===== config.mk =====
export PLATFORM = sky130hd
export DESIGN_NAME = afifo_wr_arb
export DESIGN_NICKNAME = d
export VERILOG_FILES = /design/src/rtl/afifo_wr_arb.sv
export SDC_FILE = /design/constraint.sdc
export NUM_CORES = 1
export LEC_CHECK = 0
export ABC_AREA = 1
export CORE_UTILIZATION = 45
export DETAILED_ROUTE_END_ITERATION = 16
export DONT_BUFFER_PORTS = 1
export HOLD_SLACK_MARGIN = 0.15
export PLACE_DENSITY = 0.66
export SYNTH_ARGS = -nofsm -noshare
export SYNTH_HDL_FRONTEND = slang
export SYNTH_SLANG_ARGS = --single-unit

===== constraint.sdc =====
create_clock -name clk_a -period 1.5 [get_ports clk_a]
set_input_delay 0.45 -clock clk_a [delete_from_list [all_inputs] [get_ports clk_a]]
set_output_delay 0.45 -clock clk_a [all_outputs]
set_load 0.02 [all_outputs]

===== src/rtl/afifo_wr_arb.sv =====
// Round-robin burst arbiter for the write port of an async FIFO.
// A winner keeps the port for up to BURST_MAX beats, then ownership rotates after one idle cycle.
module afifo_wr_arb #(
  parameter int unsigned NUM_REQ   = 4,
  parameter int unsigned WIDTH     = 1,
  parameter int unsigned BURST_MAX = 4,
  localparam int unsigned OW       = $clog2(NUM_REQ)
) (
  input  logic                     clk_a,
  input  logic                     rst_n,
  input  logic [NUM_REQ-1:0]       req,
  input  logic [NUM_REQ*WIDTH-1:0] req_data,
  input  logic                     full,
  output logic [NUM_REQ-1:0]       gnt,
  output logic                     wr_en,
  output logic [WIDTH-1:0]         wr_data,
  output logic                     busy,
  output logic [OW-1:0]            owner
);

  typedef enum logic {StIdle, StBurst} state_e;

  state_e             state_q;
  logic [NUM_REQ-1:0] gnt_q;
  logic [OW-1:0]      owner_q;
  logic [OW-1:0]      last_owner_q;
  logic [3:0]         beat_cnt_q;

  logic [OW-1:0]      winner;
  logic [OW-1:0]      idx;
  logic               found;
  logic               beat;
  logic [3:0]         beat_cnt_inc;
  logic [WIDTH-1:0]   slices [NUM_REQ];

  for (genvar i = 0; i < NUM_REQ; i++) begin : g_slice
    assign slices[i] = req_data[i*WIDTH +: WIDTH];
  end

  // Search starts just after the last owner; NUM_REQ is a power of two so the add wraps for free.
  always_comb begin
    winner = last_owner_q;
    idx    = last_owner_q;
    found  = 1'b0;
    for (int unsigned k = 1; k <= NUM_REQ; k++) begin
      idx = last_owner_q + OW'(k);
      if (!found && req[idx]) begin
        winner = idx;
        found  = 1'b1;
      end
    end
  end

  assign beat         = (state_q == StBurst) && req[owner_q] && !full;
  assign beat_cnt_inc = beat_cnt_q + 4'd1;

  assign busy    = (state_q == StBurst);
  assign wr_en   = beat && rst_n;
  assign wr_data = busy ? slices[owner_q] : '0;
  assign gnt     = gnt_q;
  assign owner   = owner_q;

  always_ff @(posedge clk_a) begin
    if (!rst_n) begin
      state_q      <= StIdle;
      gnt_q        <= '0;
      owner_q      <= '0;
      last_owner_q <= OW'(NUM_REQ - 1);
      beat_cnt_q   <= '0;
    end else begin
      case (state_q)
        StIdle: begin
          if (|req) begin
            state_q    <= StBurst;
            owner_q    <= winner;
            gnt_q      <= NUM_REQ'(1) << winner;
            beat_cnt_q <= '0;
          end
        end
        StBurst: begin
          if (beat) begin
            beat_cnt_q <= beat_cnt_inc;
            if (beat_cnt_inc == 4'(BURST_MAX)) begin
              state_q      <= StIdle;
              last_owner_q <= owner_q;
              gnt_q        <= '0;
            end
          end else if (!req[owner_q]) begin
            state_q      <= StIdle;
            last_owner_q <= owner_q;
            gnt_q        <= '0;
          end
          // Otherwise full is stalling the owner: hold everything.
        end
        default: state_q <= StIdle;
      endcase
    end
  end

endmodule


* After elaboration in Yosys (flattened, before gate mapping)
Cells that the tools add are included.
** Storage, ports and cells
- Flip-flop bits (word level) :: 13
- Input port bits :: 11
- Output and inout port bits :: 9
- Logic and storage cells :: 77
** Operators by class
- $add $sub $neg :: 4
- $lt $le $gt $ge :: 6
- Eq/ne operators :: 7
- Shift-type cells :: 1
- Muxes and demuxes :: 37
- Bitwise logic cells :: 2
- Reductions and logical operators :: 15
** Operator list (number)
- $mux 4 :: 6
- $pmux 4 s2 :: 2
- $lt 2x3->1 const B :: 5
- $mux 1 :: 15
- $mux 2 :: 7
- $bmux 1 s2 :: 6
- $logic_and 1x1->1 :: 6
- $reduce_and 3->1 :: 2
- $add 2x2->2 const B :: 2
- $add 4x1->4 const B :: 1
- $eq 4x3->1 const B :: 1
- $logic_not 1->1 :: 4
- $ne 2x1->1 const B :: 2
- $ne 2x2->1 const B :: 2
- $reduce_and 2->1 :: 2
- $reduce_or 4->1 :: 1
- $shl 1x2->4 const A :: 1
- $ge 3x3->1 const B :: 1
- $ne 3x2->1 const B :: 1
- $ne 3x3->1 const B :: 1
- $not 2->3 :: 1
- $add 2x1->2 const B :: 1
- $pmux 1 s2 :: 1
- $not 1->1 :: 1

* Longest topological paths before layout
- Depth in word-level cells :: 16
- Mapped depth :: 13

* Least setup slack after synthesis
No wires, ideal clock.
- Path type :: flip-flop to output port
- Start :: register owner_q[0], in the netlist owner[0]
- End :: output port wr_en
- Data arrival time :: 1.255 ns
- Path slack :: -0.205 ns
- Stages on the path, launching flop included :: 7
- Buffers on the path :: 0
- Cells stage by stage :: dfxtp_1 -> a21oi_1 -> o21ai_1 -> nand2_2 -> nor3_4 -> nand2_1 -> inv_1
** On the way
- Word-level cells in the longest chain between the ends :: 5
** RTL lines
- start: declaration :: RTL line 25 : logic [OW-1:0] owner_q;
- start signal: assignment :: RTL line 75 : owner_q <= winner;
- $bmux 1 s2 :: RTL line 54 : assign beat = (state_q == StBurst) && req[owner_q] && !full;
- $mux 1 (implied by the code) :: RTL line 54
- $logic_and 1x1->1 (2 in series) :: RTL line 54
- $logic_and 1x1->1 :: RTL line 58 : assign wr_en = beat && rst_n;
- end: declaration :: RTL line 15 : output logic wr_en,
No other way between the ends. The select of a mux whose other input is x is not followed.

* Final worst setup path
Same ends and word-level chain as after synthesis.

==> implementation parameters <==
Parameter                              Value

Placed design
  Quantity of I/O buffers inserted on ports ... 0
  Half-perimeter wire length of the detailed placement result ... 1770 um
  Worst Setup Slack post-DPL ... -0.05801 ns
  GPL Wtd Cong ... 0.8244

Run status
  Failing checks ... negative setup slack
  Result of the run ... finished, violations left

Yosys
  Count of different cell masters after synthesis ... 22
  Cell with the most instances after synthesis ... nand2_1
  Count of flip-flops with a built-in enable after synthesis ... 0
  Register bit count reported by yosys ... 13
  Top cell type by total area after synthesis ... dfxtp_1
  Async SR Flop Fraction ... 0%
  Dominant cells by area after synthesis ... dfxtp_1 26%, nand2_1 18%, nand2_2 10%
  Share of synthesized area occupied by flip-flops and latches ... 26.36%
  Post-Synthesis Net Count ... around 170
  Synthesized area divided by synthesized cell count ... 6.410 um2
  Most used flip-flop cell after synthesis ... dfxtp_1
  Most frequent cells after synthesis ... 48 x nand2_1, 16 x nand2_2, 14 x nand3_1
  Cell area after synthesis ... 987.2 um2
  Area share of the largest cell type after synthesis ... between 20% and 30%
  Count of mapped cells out of synthesis ... ~150
  Synthesis Warnings ... 0

Die
  Chip Height ... 48.84 um
  Placement row count ... 16
  Starting density of the core ... 49.31%
  Die X-Extent ... 48.84 um
  Num ports ... 20
  Core box area ... about 0.002 mm2
  Area enclosed by the die boundary ... ~0.0024 mm2

Clock tree
  Root buffer cell ... clkbuf_4
  Number of H-tree branching levels ... 1
  Clock insertion delay at the later pin of the skew report ... about 0.29 ns
  Number of buffers added to fix hold violations after cts ... 0
  Number of sinks handled by clock tree synthesis ... 13
  Clock tree from TritonCTS ... built
  CTS buffer count ... 3
  Clock buffer depth ... 2
  Clock edge transition at the registers on the reported setup and hold paths ... approximately 0.090 ns

Worst setup path
  Data arrival, critical path ... 1.26 ns
  Crit. End Element ... output pin
  Worst setup path startpoint ... owner[0]
  Source of the worst register-to-register timing path ... last_owner_q[0]
  Crit start category ... flip-flop
  Data required time of the critical path ... approximately 1.1 ns
  Highest net fanout along the worst path ... 7
  Class of the most critical setup path ... flip-flop to output pin

Pwr
  Max rail drop VDD ... 0.9702 mV
  Share of total power in combinational logic ... 57.2%
  Int Pwr ... 0.0008810 W
  PwrDens ... approximately 1300 mW/mm2
  Switching share of power ... 48.24%
  Leak Pwr ... 0.6172 nW
  Net Switching ... 0.0008211 W
  Proportion of power drawn by flip-flops and latches ... 29.6%
  Clock group share of total power ... 13.2%
  Overall Power ... 0.001702 W

Finish
  Area growth syn-to-layout ... 28.77%
  # fillers ... 182
  Area used by multi-input combinational logic ... 764.5 um2
  Antenna cell count ... 0
  Fraction of final layout cells with drive strength greater than 1 ... 41.32%
  Final nets ... 181
  Sequential cell area ... 272.8 um2

Global route
  Residual overflow from global routing ... 0
  First-pass GRT wire length ... 3864 um
  Number of global-route vias before repair ... about 940
  Antenna violations before repair ... 0
  Gr usage total ... between 20 and 25%
  Pin count of the biggest net entering global routing ... 10

STA
  Portion of the clock cycle consumed by the worst path in the final layout ... 113.8%
  Aggregate negative setup slack ... -0.4683 ns
  Worst slew pin tran ... 0.3908 ns
  Hold Fails Final Rpt ... 0
  Setup ws final ... -0.2063 ns
  Max-slew violations ... 0
  Final worst path period need ... 1.706 ns
  Final count of negative-setup-slack endpoints ... 4
  RSZ-0062 raised after global routing ... true
  Maximum clock frequency ... around 0.6 GHz
  Relative slew slack ... around 74%
  Skew final ... 0.009878 ns

Drt
  Routed wirelength normalized by instance count ... ~12 um
  Remaining antenna violation count after routing ... 0
  Final routed DRC violation total ... 0
  Via count normalized by instance count ... ~5.3
  Count of vias placed by the detailed router ... around 1000
  Number of design-rule violations left by the first detailed-router iteration ... 23
  Count of TritonRoute iterations in the first routing pass ... 4
  Total wire length after detailed routing ... 2419 um

Hold path
  Tightest Hold Check Type ... input port to flip-flop
  Start point of the worst min-delay path ... rst_n

Flow run
  Number of max-cap violations ... 0
[placed cells by master (no fill, tap or decap), types with 2 or more instances in the layout]
cell       n
xor2_1     2
dfxtp_4    3
o21ai_0    2
o21ai_2    2
nor2_1     8
nand3_2    3
ha_1       2
o21ai_1    3
inv_4      3
a21oi_2    4
nand2_4    9
nor2_4     3
o211ai_1   2
inv_1      9
inv_2      3
nand2_1   41
dfxtp_1    9
a21oi_1    7
nand3_1   11
buf_4     10
clkbuf_4   3
nand2_2   17
[final timing paths]
| kind | cells after the start | end | slack [ns] |
|---|---|---|---|
| worst min register to register | 2 | beat_cnt_q[3] | 0.49 |
| worst max register to register | 12 | gnt[3] | -0.04 |
| worst max-delay path | 5 | wr_en | -0.21 |
| worst min-delay path | 1 | last_owner_q[0] | 0.25 |
[metrics by stage]
step	hold WS [ns]	std cells	util [%]	area [um2]
after floorplan	0.4628	154	-	989.7
after global placement	0.4844	189	54.13	1084
after detailed placement	0.4863	189	54.13	1084
after CTS	0.2574	193	56.75	1136
after global routing	0.2653	194	63.50	1271
final	0.2550	194	63.50	1271
[sequential cells by signal (all words and copies together) (netlist names)]
register,flops
owner,2
busy,1
last_owner_q,2
beat_cnt_q,4
gnt,4
[layout make-up]
type	instances	area share, %
clock buffer	4	2.067
inverter	16	5.709
multi-input combinational	122	60.14
sequential	13	21.46
tap	27	2.657
timing repair buffer	12	7.972
[worst max-delay path: stages (launching register included)]
cell and delay [ns]:
dfxtp_4 0.38, o21ai_2 0.17, nand2_2 0.09, nor3_4 0.14, nand2_2 0.10, inv_4 0.09
[per-layer routing]
metal | wire, um | GRT usage (%) | vias up
li1 | - | - | 522
met1 | 990 | 23.06 | 477
met2 | 1306 | 38.19 | 16
met3 | 74 | 3.738 | 4
met4 | 47 | 8.824 | 0
met5 | 0 | 0 | -
[logic make-up after synthesis]
| logic type | synth area share [%] |
|---|---|
| and+or+nand+nor | 48.54 |
| AOI/OAI and AO/OA | 11.91 |
| buffers and inverters | 8.872 |
| DFF | 26.36 |
| xor gates and xnor gates | 1.775 |
| adders and majority gates | 2.534 |
[power by group through the flow]
stage	registers (W)	logic, W	clock network (W)
3_3_place_gp	0.000494	0.000743	0
5_1_grt	0.000512	0.00107	0.000236
4_1_cts	0.000494	0.000785	0.000228
6_report	0.000504	0.000973	0.000225
3_5_place_dp	0.000498	0.000760	0
2_1_floorplan	0.000503	0.000579	0
[timing repair]
| item | CTS | global route |
|---|---|---|
| endpoints found under the setup margin | 7 | 10 |
| pin swaps | 4 | 13 |
| cloned | 0 | 0 |
| endpoints found under the hold margin | 0 | 0 |
| resized for setup | 12 | 33 |
| buffers inserted | 0 | 1 |
Note: power is estimated with default switching activity, not from simulation.
